--- config.mk ---
export PLATFORM = sky130hd
export DESIGN_NAME = mc_ctrl
export DESIGN_NICKNAME = d
export VERILOG_FILES = /design/src/rtl/mc_pkg.sv /design/src/rtl/mc_decode.sv /design/src/rtl/mc_ctrl.sv
export SDC_FILE = /design/constraint.sdc
export NUM_CORES = 1
export LEC_CHECK = 0
export CORE_MARGIN = 1.5
export CORE_UTILIZATION = 41
export DETAILED_ROUTE_END_ITERATION = 8
export PLACE_DENSITY = 0.75
export RECOVER_POWER = 100
export SETUP_SLACK_MARGIN = 0.15
export SYNTH_ARGS = -nofsm -noshare
export SYNTH_HDL_FRONTEND = slang
export SYNTH_SLANG_ARGS = --single-unit
--- constraint.sdc ---
create_clock -name i_clk -period 2 [get_ports i_clk]
set_clock_uncertainty 0.15 [all_clocks]
set_input_delay 0.2 -clock i_clk [delete_from_list [all_inputs] [get_ports i_clk]]
set_output_delay 0.2 -clock i_clk [all_outputs]
set_load 0.05 [all_outputs]
--- src/rtl/mc_pkg.sv ---
// Shared types and encodings for the multi-cycle RV32I sequencer.
package mc_pkg;

  typedef enum logic [2:0] {
    S_FETCH  = 3'd0,
    S_DECODE = 3'd1,
    S_EXEC   = 3'd2,
    S_MEM    = 3'd3,
    S_WB     = 3'd4
  } state_t;

  // Major opcodes, IR[6:2]
  localparam logic [4:0] OP_R      = 5'b01100;
  localparam logic [4:0] OP_I      = 5'b00100;
  localparam logic [4:0] OP_LOAD   = 5'b00000;
  localparam logic [4:0] OP_STORE  = 5'b01000;
  localparam logic [4:0] OP_BRANCH = 5'b11000;
  localparam logic [4:0] OP_JAL    = 5'b11011;
  localparam logic [4:0] OP_JALR   = 5'b11001;
  localparam logic [4:0] OP_LUI    = 5'b01101;
  localparam logic [4:0] OP_AUIPC  = 5'b00101;

  localparam logic [3:0] ALU_ADD  = 4'd0;
  localparam logic [3:0] ALU_SUB  = 4'd1;
  localparam logic [3:0] ALU_SLT  = 4'd2;
  localparam logic [3:0] ALU_SLTU = 4'd3;
  localparam logic [3:0] ALU_XOR  = 4'd4;
  localparam logic [3:0] ALU_OR   = 4'd5;
  localparam logic [3:0] ALU_AND  = 4'd6;
  localparam logic [3:0] ALU_SLL  = 4'd7;
  localparam logic [3:0] ALU_SRL  = 4'd8;
  localparam logic [3:0] ALU_SRA  = 4'd9;

  localparam logic [1:0] WB_ALU = 2'b00;
  localparam logic [1:0] WB_LSU = 2'b01;
  localparam logic [1:0] WB_PC4 = 2'b10;
  localparam logic [1:0] WB_IMM = 2'b11;

  // Static controls derived from the instruction register alone
  typedef struct packed {
    logic       legal;
    logic [3:0] alu_op;
    logic       opa_sel;
    logic       opb_sel;
    logic [1:0] wb_sel;
    logic       br_un;
    logic       br_f3_ok;
    logic       is_load;
    logic       is_store;
    logic       is_branch;
    logic       is_jump;
    logic       rd_wr;
  } dec_t;

  // ALU op for OP/OP-IMM; IR[30] selects SUB only for register ops,
  // and selects SRA for both register and immediate shifts.
  function automatic logic [3:0] alu_from_f3(input logic [2:0] f3,
                                             input logic       alt,
                                             input logic       is_reg);
    case (f3)
      3'b000:  return (is_reg && alt) ? ALU_SUB : ALU_ADD;
      3'b001:  return ALU_SLL;
      3'b010:  return ALU_SLT;
      3'b011:  return ALU_SLTU;
      3'b100:  return ALU_XOR;
      3'b101:  return alt ? ALU_SRA : ALU_SRL;
      3'b110:  return ALU_OR;
      default: return ALU_AND;
    endcase
  endfunction

endpackage

--- src/rtl/mc_decode.sv ---
// Combinational decode of the instruction register into static datapath controls.
module mc_decode
  import mc_pkg::*;
(
  input  logic [31:0] instr,
  output dec_t        dec
);

  logic [4:0] opc;
  logic [2:0] f3;
  logic       alt;

  assign opc = instr[6:2];
  assign f3  = instr[14:12];
  assign alt = instr[30];

  // Unknown opcodes leave every control at zero with legal=0
  always_comb begin
    dec = '0;
    case (opc)
      OP_R: begin
        dec.legal  = 1'b1;
        dec.alu_op = alu_from_f3(f3, alt, 1'b1);
        dec.rd_wr  = 1'b1;
      end
      OP_I: begin
        dec.legal   = 1'b1;
        dec.alu_op  = alu_from_f3(f3, alt, 1'b0);
        dec.opb_sel = 1'b1;
        dec.rd_wr   = 1'b1;
      end
      OP_LOAD: begin
        dec.legal   = 1'b1;
        dec.opb_sel = 1'b1;
        dec.wb_sel  = WB_LSU;
        dec.is_load = 1'b1;
        dec.rd_wr   = 1'b1;
      end
      OP_STORE: begin
        dec.legal    = 1'b1;
        dec.opb_sel  = 1'b1;
        dec.is_store = 1'b1;
      end
      OP_BRANCH: begin
        // ALU forms the target PC+imm while the comparator decides
        dec.legal     = 1'b1;
        dec.opa_sel   = 1'b1;
        dec.opb_sel   = 1'b1;
        dec.br_un     = (f3[2:1] == 2'b11);
        dec.br_f3_ok  = (f3[2:1] != 2'b01);
        dec.is_branch = 1'b1;
      end
      OP_JAL: begin
        dec.legal   = 1'b1;
        dec.opa_sel = 1'b1;
        dec.opb_sel = 1'b1;
        dec.wb_sel  = WB_PC4;
        dec.is_jump = 1'b1;
        dec.rd_wr   = 1'b1;
      end
      OP_JALR: begin
        dec.legal   = 1'b1;
        dec.opb_sel = 1'b1;
        dec.wb_sel  = WB_PC4;
        dec.is_jump = 1'b1;
        dec.rd_wr   = 1'b1;
      end
      OP_LUI: begin
        // Result comes straight from the immediate; ALU just sees rs1+imm
        dec.legal   = 1'b1;
        dec.opb_sel = 1'b1;
        dec.wb_sel  = WB_IMM;
        dec.rd_wr   = 1'b1;
      end
      OP_AUIPC: begin
        dec.legal   = 1'b1;
        dec.opa_sel = 1'b1;
        dec.opb_sel = 1'b1;
        dec.rd_wr   = 1'b1;
      end
      default: dec = '0;
    endcase
  end

endmodule

--- src/rtl/mc_ctrl.sv ---
// Multi-cycle FETCH/DECODE/EXEC/MEM/WB sequencer for the RV32I datapath.
// Handshake: a request (o_imem_req / o_dmem_req) is held high for the whole
// FETCH / MEM state; the access completes on the rising edge where the
// matching ack is high. On the TIMEOUT-th waiting cycle the access is
// abandoned: o_bus_err pulses and an ack arriving in that same cycle is
// ignored, so every output depends only on registered state.
module mc_ctrl
  import mc_pkg::*;
#(
  parameter int          TIMEOUT = 16,
  parameter logic [31:0] NOP     = 32'h0000_0013
) (
  input  logic        i_clk,
  input  logic        i_rst_n,
  output logic        o_imem_req,
  input  logic        i_imem_ack,
  input  logic [31:0] i_imem_rdata,
  output logic [31:0] o_instr,
  input  logic        i_br_less,
  input  logic        i_br_equal,
  output logic        o_br_un,
  output logic        o_pc_sel,
  output logic        o_pc_wren,
  output logic        o_rd_wren,
  output logic        o_opa_sel,
  output logic        o_opb_sel,
  output logic [3:0]  o_alu_op,
  output logic [1:0]  o_wb_sel,
  output logic        o_dmem_req,
  output logic        o_mem_wren,
  input  logic        i_dmem_ack,
  output logic        o_insn_vld,
  output logic        o_illegal,
  output logic        o_bus_err,
  output logic [31:0] o_instret,
  output state_t      o_dbg_state
);

  localparam int            CW      = $clog2(TIMEOUT);
  localparam logic [CW-1:0] CNT_MAX = CW'(TIMEOUT - 1);

  state_t        state;
  logic [31:0]   ir;
  logic [31:0]   instret;
  logic [CW-1:0] wait_cnt;
  logic          taken;
  logic          abort;
  logic          active;   // low for the first cycle after reset release
  logic          deadline;
  logic          br_cond;
  dec_t          dec;

  mc_decode u_decode (
    .instr (ir),
    .dec   (dec)
  );

  assign deadline = (wait_cnt == CNT_MAX);

  // Branch outcome from the comparator flags and funct3
  always_comb begin
    br_cond = 1'b0;
    case (ir[14:12])
      3'b000:         br_cond = i_br_equal;
      3'b001:         br_cond = !i_br_equal;
      3'b100, 3'b110: br_cond = i_br_less;
      3'b101, 3'b111: br_cond = !i_br_less;
      default:        br_cond = 1'b0;
    endcase
  end

  // Sequencer: state, instruction register, wait counter, flags, instret
  always_ff @(posedge i_clk or negedge i_rst_n) begin
    if (!i_rst_n) begin
      state    <= S_FETCH;
      ir       <= NOP;
      instret  <= '0;
      wait_cnt <= '0;
      taken    <= 1'b0;
      abort    <= 1'b0;
      active   <= 1'b0;
    end else begin
      active <= 1'b1;
      case (state)
        S_FETCH: begin
          if (active) begin
            if (deadline) begin
              wait_cnt <= '0;            // retry the same PC
            end else if (i_imem_ack) begin
              ir       <= i_imem_rdata;
              wait_cnt <= '0;
              state    <= S_DECODE;
            end else begin
              wait_cnt <= wait_cnt + 1'b1;
            end
          end
        end
        S_DECODE: begin
          if (!dec.legal) begin
            abort <= 1'b1;
            state <= S_WB;
          end else begin
            state <= S_EXEC;
          end
        end
        S_EXEC: begin
          if (dec.is_branch) begin
            if (!dec.br_f3_ok) abort <= 1'b1;
            else               taken <= br_cond;
            state <= S_WB;
          end else if (dec.is_load || dec.is_store) begin
            wait_cnt <= '0;
            state    <= S_MEM;
          end else begin
            state <= S_WB;
          end
        end
        S_MEM: begin
          if (deadline) begin
            wait_cnt <= '0;
            abort    <= 1'b1;
            state    <= S_WB;
          end else if (i_dmem_ack) begin
            wait_cnt <= '0;
            state    <= S_WB;
          end else begin
            wait_cnt <= wait_cnt + 1'b1;
          end
        end
        S_WB: begin
          if (!abort) instret <= instret + 32'd1;
          abort <= 1'b0;
          taken <= 1'b0;
          state <= S_FETCH;
        end
        default: state <= S_FETCH;
      endcase
    end
  end

  // Datapath controls decoded from state and IR only
  always_comb begin
    o_imem_req = 1'b0;
    o_br_un    = 1'b0;
    o_pc_sel   = 1'b0;
    o_pc_wren  = 1'b0;
    o_rd_wren  = 1'b0;
    o_opa_sel  = 1'b0;
    o_opb_sel  = 1'b0;
    o_alu_op   = ALU_ADD;
    o_wb_sel   = WB_ALU;
    o_dmem_req = 1'b0;
    o_mem_wren = 1'b0;
    o_insn_vld = 1'b0;
    o_illegal  = 1'b0;
    o_bus_err  = 1'b0;
    case (state)
      S_FETCH: begin
        o_imem_req = active;
        o_bus_err  = active && deadline;
      end
      S_DECODE: begin
        o_illegal = !dec.legal;
      end
      S_EXEC: begin
        o_alu_op  = dec.alu_op;
        o_opa_sel = dec.opa_sel;
        o_opb_sel = dec.opb_sel;
        o_br_un   = dec.br_un;
        o_illegal = dec.is_branch && !dec.br_f3_ok;
      end
      S_MEM: begin
        o_dmem_req = 1'b1;
        o_mem_wren = dec.is_store;
        o_opb_sel  = 1'b1;          // address = rs1 + imm
        o_bus_err  = deadline;
      end
      S_WB: begin
        o_alu_op   = dec.alu_op;
        o_opa_sel  = dec.opa_sel;
        o_opb_sel  = dec.opb_sel;
        o_wb_sel   = dec.wb_sel;
        o_pc_wren  = 1'b1;
        o_pc_sel   = !abort && (dec.is_jump || taken);
        o_rd_wren  = !abort && dec.rd_wr;
        o_insn_vld = !abort;
      end
      default: ;
    endcase
  end

  assign o_instr     = ir;
  assign o_instret   = instret;
  assign o_dbg_state = state;

endmodule

==> key figures <==
Outcome
  • Status: finished with violations
  • Failing checks: negative setup slack

STA
  • Fin crit period: 2190 ps
  • Final setup viols: 28
  • Setup ws final: -189 ps
  • Final period util: 1.09
  • Worst-Margin Slew: 1140 ps
  • F_max: 457 MHz
  • Final Hold Viols: 0
  • RSZ-0062 raised after global routing: yes
  • Rel. slew slack: 0.241
  • Slew Limit Fails: 0

Floorplan
  • Die height: 96.8 µm
  • I/O pin total: 123
  • Die area: 0.00938 mm²
  • Initial core utilization: 0.418
  • Site Rows: 34
  • Chip width: 96.8 µm
  • Core Box Area: 0.00864 mm²

Worst setup path
  • Setup crit end kind: primary output
  • CP Class: register to primary output
  • CP required: 1650 ps
  • CP max stage cell: dfrtp_4
  • Worst R2R Setup Slack: -70 ps
  • Max incr delay on CP: 520 ps
  • Most used cell, CP: buf_12
  • Crit path max fanout: 5
  • Crit start category: register
  • CP Buf/Inv Count: 3
  • Arrival time at the worst endpoint: 1840 ps
  • Largest delay share family, worst path: flip-flops
  • CP cell instances: buf_12 > buf_6 > nor3b_4 > nand2_1 > a21oi_2 > buf_12

Drt
  • Via/cell ratio: 5.19
  • Initial drt markers: 125
  • DRT Pass-1 Iters: 4
  • DR vias: 3,304
  • Antenna-violating nets left: 0
  • DRC violation count after routing: 0
  • WL final: 10,900 µm
  • Drt wl/cell: 17.1 µm

Synthesis
  • Synth top area cells: dfrtp_1 (49%), mux2_2 (11%), xnor2_1 (5.1%)
  • Register area share after synthesis: 0.514
  • Register bit count reported by yosys: 74
  • Area leader, netlist: dfrtp_1
  • Synth Cell Area: 0.00361 mm²
  • Mean Syn Cell Area: 11.0 µm²
  • Synth Flop Type: dfrtp_1
  • Yosys cell types: 47
  • Top-area cell type share of the netlist area: 0.492
  • Syn Inst Count: 327
  • Synth async-reset ratio: 1.00
  • Mapped Nets: 367
  • Warning count from the yosys run: 0
  • Number of flops mapped to enable cells by yosys: 0

Global route
  • Pin count of the biggest net entering global routing: 47
  • GR Util All Layers: 0.230
  • GRT overflow: 0
  • First-pass GRT wire length: 17,300 µm
  • Initial antenna violation count: 0
  • Vias in the first global route: 3,432

Cells and area
  • Share of cells above drive strength 1: 0.445
  • Fillers: 611
  • Most frequent cells in the layout: dfrtp_1 (63), dlygate4sd2_1 (49), buf_4 (46)
  • Final nets: 563
  • Non-filler cells, final: 636
  • Area delta synth->final: 75.8%
  • Most common cell after layout, fill and taps aside: dfrtp_1
  • Antenna diode count: 0

Placed design
  • DP HPWL: 7200 µm
  • RD Place Congestion: 0.856
  • PortBufs: 122
  • Cell Count Post-Placement: 578

CTS
  • CTS buffer count: 9
  • Root Buffer: clkbuf_8
  • H-tree Lvls: 3
  • TritonCTS clock tree: done
  • Clock tree sinks: 74
  • Worst-path clk slew: 80 ps
  • Worst-Skew Late Latency: 340 ps
  • Clock tree buffer depth: 2

Power
  • Pwr Total: 8.98 mW
  • Worst vdd ir: 0.687 mV
  • Static leakage: 2.88 nW
  • Pwr dens: 1420 mW/mm²

Worst hold path
  • Hold crit path type: primary input to register

Flow run
  • Max-cap violations: 0
-- layout make-up --
class,instances,area [µm²],share of cell area
Sequential cell,74,1870,0.294
Tap cell,108,135,0.0213
Inverter,9,33.8,0.00532
Clock buffer,12,145,0.0229
Clock inverter,4,51.3,0.00809
Multi-Input combinational cell,232,2180,0.344
Timing Repair Buffer,197,1930,0.304
-- layer usage --
metal  track usage  share of wire  vias up
li1              -              -     1544
met3        0.0506          0.044       12
met4        0.0602          0.013        0
met1         0.285           0.41     1661
met2         0.407           0.53       87
met5             0              0        -
-- cells in the mapped netlist (all sizes together), types with 6 or more instances --
library cell,n
nand3,17
nand2,25
nor2,22
a21oi,14
xnor2,21
o21ai,11
nor3,6
inv,9
xor2,11
nand2b,7
mux2,34
dfrtp,71
nand4,12
buf,6
clkbuf,6
-- flip-flops by register name, summed over array words and instances (netlist names) --
signal,cells
o_instr,32
o_instret,32
wait_cnt,4
o_dbg_state,3
abort,1
active,1
taken,1
-- path summary, 6_finish.rpt --
check | start | end | cells past startpoint
setup reg to reg | o_dbg_state[0] | o_instret[29] | 7
min in group asynchronous | i_rst_n | o_instr[26] | 2
hold / removal | i_imem_rdata[16] | o_instr[16] | 2
max in group asynchronous | i_rst_n | o_instr[1] | 3
hold reg to reg | o_instret[31] | o_instret[31] | 1
setup / recovery | o_dbg_state[1] | o_wb_sel[0] | 6
-- power by group --
part           switching (mW)  internal [mW]
clock network           0.552          0.612
logic                    3.27           2.20
registers               0.367           1.97
-- through the flow --
| stage | setup slack, ps | cell area [µm²] | hold WS (ps) | util | TNS [ps] |
|---|---|---|---|---|---|
| 2_1_floorplan | -563 | 3880 | -246 | - | -30640 |
| 3_3_place_gp | 18.1 | 5570 | 94.9 | 0.645 | 0 |
| 3_5_place_dp | -2.44 | 5570 | 100 | 0.645 | -2.44 |
| 4_1_cts | -169 | 6140 | 260 | 0.711 | -2150 |
| 5_1_grt | -244 | 6340 | 307 | 0.735 | -6830 |
| 6_report | -189 | 6340 | 314 | 0.735 | -2310 |
-- repair_timing --
action | 4_1_cts | 5_1_grt
pin swaps | 33 | 33
endpoints found under the setup margin | 89 | 83
endpoints found under the hold margin | 43 | 0
setup buffers | 27 | 13
resized for setup | 94 | 46
gates cloned | 1 | 0
hold buffers | 1 | 0
-- cells by family after synthesis --
family / after synthesis / share of synthesized area
buffers and inverters: 21 / 0.0239
DFF: 74 / 0.514
and+or+nand+nor: 128 / 0.214
other: 1 / 0.00104
muxes: 34 / 0.106
xor gates and xnor gates: 32 / 0.0776
AOI/OAI and AO/OA: 35 / 0.0565
adders and majority gates: 2 / 0.00693
No activity file was read; power rests on OpenSTA's default activity.
